[src/rtl/sec02_pair_packer_if.sv]
// Valid/ready word stream; the producer drives val/msg, the consumer drives rdy.
// A transfer happens on a clock edge where val and rdy are both high.
interface sec02_pair_packer_if #(
    parameter int p_nbits = 32
);
    logic               val;
    logic               rdy;
    logic [p_nbits-1:0] msg;

    modport master (output val, output msg, input  rdy);
    modport slave  (input  val, input  msg, output rdy);
endinterface

[src/rtl/sec02_pair_packer.sv]
// Packs consecutive input words into {first, second} pairs; pair valid 1 cycle after the second word.
// Ready/valid are pure state decodes; input stalls only while a pair and the next first word are both held.
module sec02_pair_packer #(
    parameter int p_nbits     = 32,
    parameter int p_cnt_nbits = 16
) (
    input  logic                   clk,
    input  logic                   reset,
    sec02_pair_packer_if.slave     istream,
    sec02_pair_packer_if.master    ostream,
    output logic [p_cnt_nbits-1:0] pair_count
);

    typedef enum logic [1:0] {
        ST_EMPTY     = 2'd0,
        ST_HALF      = 2'd1,
        ST_FULL      = 2'd2,
        ST_FULL_HALF = 2'd3
    } state_t;

    state_t               state;
    logic [p_nbits-1:0]   first_word;
    logic [2*p_nbits-1:0] pair;
    logic                 in_rdy;
    logic                 out_val;
    logic                 in_xfer;
    logic                 out_xfer;

    assign in_xfer     = istream.val & in_rdy;
    assign out_xfer    = out_val & ostream.rdy;
    assign istream.rdy = in_rdy;
    assign ostream.val = out_val;
    assign ostream.msg = pair;

    // in_rdy/out_val are updated alongside state so they always equal its decode.
    always_ff @(posedge clk) begin
        if (!reset) begin
            state      <= ST_EMPTY;
            in_rdy     <= 1'b1;
            out_val    <= 1'b0;
            pair_count <= '0;
            first_word <= '0;
            pair       <= '0;
        end else begin
            if (out_xfer) begin
                pair_count <= pair_count + p_cnt_nbits'(1);
            end
            case (state)
                ST_EMPTY: begin
                    if (in_xfer) begin
                        first_word <= istream.msg;
                        state      <= ST_HALF;
                    end
                end
                ST_HALF: begin
                    if (in_xfer) begin
                        pair    <= {first_word, istream.msg};
                        state   <= ST_FULL;
                        out_val <= 1'b1;
                    end
                end
                ST_FULL: begin
                    case ({in_xfer, out_xfer})
                        2'b11: begin
                            first_word <= istream.msg;
                            state      <= ST_HALF;
                            out_val    <= 1'b0;
                        end
                        2'b10: begin
                            first_word <= istream.msg;
                            state      <= ST_FULL_HALF;
                            in_rdy     <= 1'b0;
                        end
                        2'b01: begin
                            state   <= ST_EMPTY;
                            out_val <= 1'b0;
                        end
                        default: ;
                    endcase
                end
                ST_FULL_HALF: begin
                    // The held word becomes the first word of the next pair.
                    if (out_xfer) begin
                        state   <= ST_HALF;
                        out_val <= 1'b0;
                        in_rdy  <= 1'b1;
                    end
                end
                default: begin
                    state   <= ST_EMPTY;
                    in_rdy  <= 1'b1;
                    out_val <= 1'b0;
                end
            endcase
        end
    end

endmodule

[src/flat_wrapper.sv]
// flat-port wrapper written by rule: the top's interface ports become plain ports
module sec02_pair_packer_flat 
#(
    parameter int p_nbits     = 32,
    parameter int p_cnt_nbits = 16
)
  (clk, reset, pair_count, istream_val, istream_msg, istream_rdy, ostream_val, ostream_msg, ostream_rdy);
  sec02_pair_packer_if #(.p_nbits(p_nbits)) istream_i ();
  sec02_pair_packer_if #(.p_nbits(p_nbits)) ostream_i ();
  input  logic clk;
  input  logic reset;
  output logic [p_cnt_nbits-1:0] pair_count;
  input wire logic [$bits(istream_i.val)-1:0] istream_val;
  input wire logic [$bits(istream_i.msg)-1:0] istream_msg;
  output wire logic [$bits(istream_i.rdy)-1:0] istream_rdy;
  output wire logic [$bits(ostream_i.val)-1:0] ostream_val;
  output wire logic [$bits(ostream_i.msg)-1:0] ostream_msg;
  input wire logic [$bits(ostream_i.rdy)-1:0] ostream_rdy;
  assign istream_i.val = istream_val;
  assign istream_i.msg = istream_msg;
  assign istream_rdy = istream_i.rdy;
  assign ostream_val = ostream_i.val;
  assign ostream_msg = ostream_i.msg;
  assign ostream_i.rdy = ostream_rdy;
  sec02_pair_packer #(.p_nbits(p_nbits), .p_cnt_nbits(p_cnt_nbits)) u_core (.clk(clk), .reset(reset), .istream(istream_i), .ostream(ostream_i), .pair_count(pair_count));
endmodule
[config.mk]
export PLATFORM = sky130hd
export DESIGN_NAME = sec02_pair_packer_flat
export DESIGN_NICKNAME = d
export VERILOG_FILES = /design/src/rtl/sec02_pair_packer_if.sv /design/src/rtl/sec02_pair_packer.sv /design/src/flat_wrapper.sv
export SDC_FILE = /design/constraint.sdc
export NUM_CORES = 1
export LEC_CHECK = 0
export ABC_AREA = 1
export CORE_UTILIZATION = 44
export CTS_CLUSTER_DIAMETER = 30
export DETAILED_ROUTE_END_ITERATION = 6
export MAX_ROUTING_LAYER = met4
export PLACE_DENSITY = 0.8
export SETUP_SLACK_MARGIN = 0.1
export SLEW_MARGIN = 20
export SYNTH_ARGS = -nofsm -noshare
export SYNTH_HDL_FRONTEND = slang
export SYNTH_SLANG_ARGS = --single-unit
[constraint.sdc]
create_clock -name clk -period 1.55 [get_ports clk]
set_clock_uncertainty 0.05 [all_clocks]
set_input_delay 0.31 -clock clk [delete_from_list [all_inputs] [get_ports clk]]
set_output_delay 0.31 -clock clk [all_outputs]
set_load 0.01 [all_outputs]
==> results by group <==
Outcome
  • Run status: finished clean

CTS
  • Clock buffer depth: 2
  • Worst-skew pair later-pin latency: 300 ps
  • Clock sink count: 52
  • Hold bufs inserted after CTS: 0
  • TritonCTS clock tree: yes
  • Inserted Clock Buffers: 5
  • Root Buffer: clkbuf_8
  • H-Tree Depth: 2
  • Post-CTS clock slew at the launch and capture registers of the worst setup and hold paths: 90 ps

Critical path
  • Crit-path max FO: 4
  • Critical Path AT: 1580 ps
  • Cell type with the highest occurrence count on the critical path: nand2_1
  • Slowest cell on the critical path: dfxtp_2
  • Worst path top cell family by delay: simple AND/OR/NAND/NOR gates
  • Crit-path cells: inv_1 -> ha_1 -> inv_1 -> nand2_1 -> nor2_4 -> nor2_2 -> nand2_1 -> nand2_1 -> nor2_1
  • Element type at the critical path end: flip-flop
  • Required time at the worst-slack endpoint: 1730 ps
  • Stage delay of the slowest cell on the critical path: 370 ps
  • Worst reg2reg setup slack: 160 ps
  • Buffers and inverters on the worst path: 2
  • Critical setup path kind: flip-flop to flip-flop
  • Crit start category: flip-flop

Power and ir drop
  • Net Sw Frac: 0.364
  • Largest vdd supply drop: 0.652 mV
  • Pwr Total: 3.89 mW
  • Design internal power: 2.47 mW
  • Static power due to leakage: 1.49 nW
  • Flop pwr share: 0.428
  • Pwr dens: 1160 mW/mm^2
  • Combinational power share: 0.383
  • Net switching power figure: 1.42 mW
  • Portion of total power attributed to the clock network: 0.189

Global route
  • Number of global-route vias before repair: 2076
  • First-pass GRT wire length: 9.52 mm
  • Maximum number of pins on one net before global-route repair: 33
  • Number of antenna violations at the first check in global routing: 0
  • Aggregate global-route resource usage: 0.232
  • Overflow left after global routing: 0

STA
  • Sum of negative setup slack: 0 ps
  • Actual slew at the worst max-slew pin: 268 ps
  • Unrepaired setup endpoints after global routing: false
  • Max Clock Freq: 718 MHz
  • Max-slew violation count: 0
  • Final Critical Period: 1390 ps
  • Hold violation count in the final report: 0
  • Worst-case headroom to the max-slew limit: 0.820
  • Number of failing setup endpoints in the final timing report: 0
  • Final clock period utilization by the worst path: 0.899

Floorplanning
  • Boundary pin count: 86
  • Horizontal die dimension: 74.0 um
  • Total die area: 0.00548 sq mm
  • Vertical extent of the die: 74.0 um
  • Floorplan row count: 25
  • Total core area: 0.00485 sq mm
  • Initial core utilization: 0.471

Route
  • Post-route ant nets: 0
  • # DRC: 0
  • First-pass iteration count of the detailed router: 4
  • Wire length per cell after detailed routing: 13.0 um
  • Wire length reported by the detailed router: 6.04 mm
  • Post-DR vias/cell: 5.01
  • Iteration-0 DRC Markers: 95
  • Vias after detailed routing: 2335

Synthesis
  • Post-synthesis sequential area ratio: 0.456
  • Syn. warnings: 0
  • Synthesized net count: 352
  • Distinct cell type count of the synthesized netlist: 29
  • Number of cells produced by synthesis: 311
  • Avg Inst Size Synth: 7.34 sq um
  • Flop and latch count out of synthesis: 52
  • Cell area after synthesis: 0.00228 sq mm

Layout
  • Filler cell count: 415
  • Fraction of final layout cells sized beyond drive strength 1: 0.118
  • Utilization after layout: 0.690
  • Number of inserted diodes: 0
  • Number of nets in the finished design: 440
  • Area added between synthesis and finish: 46.5%

Placement
  • Gp weighted congestion: 0.909
  • Number of input and output port buffers inserted: 85
  • DP HPWL: 4.41 mm

Run
  • Maxcap violations: 0

Hold path
  • Class of the most critical hold timing path: flip-flop to flip-flop
-- power groups by stage --
stage | Sequential, mW | Combinational (mW) | Clock [mW]
3_5_place_dp | 1.66 | 1.52 | 0
6_report | 1.66 | 1.49 | 0.736
4_1_cts | 1.64 | 1.45 | 0.755
2_1_floorplan | 1.72 | 0.801 | 0
5_1_grt | 1.69 | 1.64 | 0.808
3_3_place_gp | 1.66 | 1.49 | 0
-- state kept, by name (all words and copies together), names as in the netlist --
| register | flops |
|---|---|
| u_core.ostream.val | 1 |
| u_core.pair | 32 |
| u_core.istream.rdy | 1 |
| u_core.state | 2 |
| u_core.pair_count | 16 |
-- worst paths after layout --
path	startpoint	to	depth (start not counted)
setup / recovery	u_core.state[1]$_SDFFE_PN0P_	u_core.state[1]$_SDFFE_PN0P_	9
hold / removal	u_core.pair[28]$_SDFFE_PN0P_	u_core.pair[28]$_SDFFE_PN0P_	2
setup reg to reg	u_core.state[1]$_SDFFE_PN0P_	u_core.state[1]$_SDFFE_PN0P_	9
hold reg to reg	u_core.pair[28]$_SDFFE_PN0P_	u_core.pair[28]$_SDFFE_PN0P_	2
-- layout by cell type (no fill, tap or decap) --
master / synthesis / final
a31oi_1: 1 / 1
nor3_4: 1 / 1
nor2_4: 2 / 3
dfxtp_1: 52 / 43
nor2_1: 28 / 26
and2_1: 1 / 1
o21a_1: 1 / 1
clkdlybuf4s50_1: 0 / 34
clkbuf_8: 0 / 5
ha_4: 0 / 2
dlygate4sd2_1: 0 / 50
xnor2_1: 1 / 1
inv_1: 21 / 20
nand3_4: 0 / 1
clkinvlp_4: 0 / 1
xor2_1: 1 / 1
dfxtp_4: 0 / 1
nand2_4: 0 / 1
clkinv_2: 0 / 1
nor2_2: 2 / 3
a21o_1: 1 / 1
nand2_2: 4 / 3
buf_4: 0 / 10
ha_2: 0 / 1
nand3_1: 40 / 39
nand4_1: 5 / 5
nand2_1: 72 / 72
buf_12: 0 / 2
ha_1: 5 / 2
nor3_1: 3 / 3
nor3b_1: 1 / 1
o21ai_0: 11 / 11
inv_2: 1 / 2
or2_2: 1 / 1
a21oi_1: 38 / 38
dlymetal6s2s_1: 0 / 1
inv_6: 1 / 1
o21bai_1: 1 / 1
dfxtp_2: 0 / 8
-- cell families (layout without fill, tap and decap cells) --
group	Yosys count	count (layout)	synth area share
buffers and inverters	39	127	0.0745
XOR/XNOR	2	2	0.00767
AO/OA/AOI/OAI	53	53	0.120
AND/OR/NAND/NOR	160	160	0.315
adder cells (fa/ha/maj)	5	5	0.0274
flip-flops	52	52	0.456
-- area by class of cell --
cell class | instances | area (sq um) | area share
multi-input cells | 220 | 1130 | 0.337
clock inverters | 2 | 12.5 | 0.00374
inverters | 23 | 91.3 | 0.0273
repair buffers | 97 | 906 | 0.271
well taps | 67 | 83.8 | 0.0251
clock buffers | 5 | 68.8 | 0.0206
flip-flops and latches | 52 | 1050 | 0.315
-- tightest hold or removal path: cells and delay by family (launching register included) --
kind | cells | cell delay, ps
AND/OR/NAND/NOR | 1 | 60
flip-flops | 1 | 320
AO/OA/AOI/OAI | 1 | 50
-- metal layers --
| metal | global-route usage | routed length (um) | vias up |
|---|---|---|---|
| met2 | 0.370 | 2910 | 73 |
| met1 | 0.286 | 2640 | 1060 |
| li1 | - | - | 1191 |
| met4 | 0.100 | 131 | 0 |
| met5 | - | 0 | - |
| met3 | 0.0447 | 360 | 11 |
-- synthesized netlist by cell type --
cell type / n / share of area
a21o_1: 1 / 0.0033
buf_2: 9 / 0.020
inv_6: 1 / 0.0038
or2_2: 1 / 0.0027
nand4_1: 5 / 0.014
xor2_1: 1 / 0.0038
clkbuf_1: 5 / 0.0082
a21oi_1: 38 / 0.083
nor3b_1: 1 / 0.0033
dfxtp_1: 52 / 0.46
nor3_4: 1 / 0.0071
nand2_2: 4 / 0.011
o21a_1: 1 / 0.0033
nor2_1: 28 / 0.046
inv_2: 1 / 0.0016
buf_1: 1 / 0.0016
nand3_1: 40 / 0.088
buf_6: 1 / 0.0049
o21bai_1: 1 / 0.0033
nand2_1: 72 / 0.12
nor2_2: 2 / 0.0055
xnor2_1: 1 / 0.0038
a31oi_1: 1 / 0.0027
nor3_1: 3 / 0.0066
nor2_4: 2 / 0.0099
o21ai_0: 11 / 0.024
ha_1: 5 / 0.027
and2_1: 1 / 0.0027
inv_1: 21 / 0.035
-- through the flow --
step                      hold WS [ps]  setup slack [ps]  std cells  area [sq um]
final                              409               156        466          3340
after global routing               428              82.6        466          3340
after CTS                          411               112        466          3300
after detailed placement           400              -217        459          3250
after global placement             396              -137        459          3250
after floorplan                    383               187        311          2280
-- what timing repair did --
| action | CTS | global route |
|---|---|---|
| gates resized for setup | 62 | 11 |
| setup buffers | 0 | 0 |
| pin swaps | 1 | 1 |
| setup endpoints to repair | 55 | 17 |
Note: power is estimated with default switching activity, not from simulation.
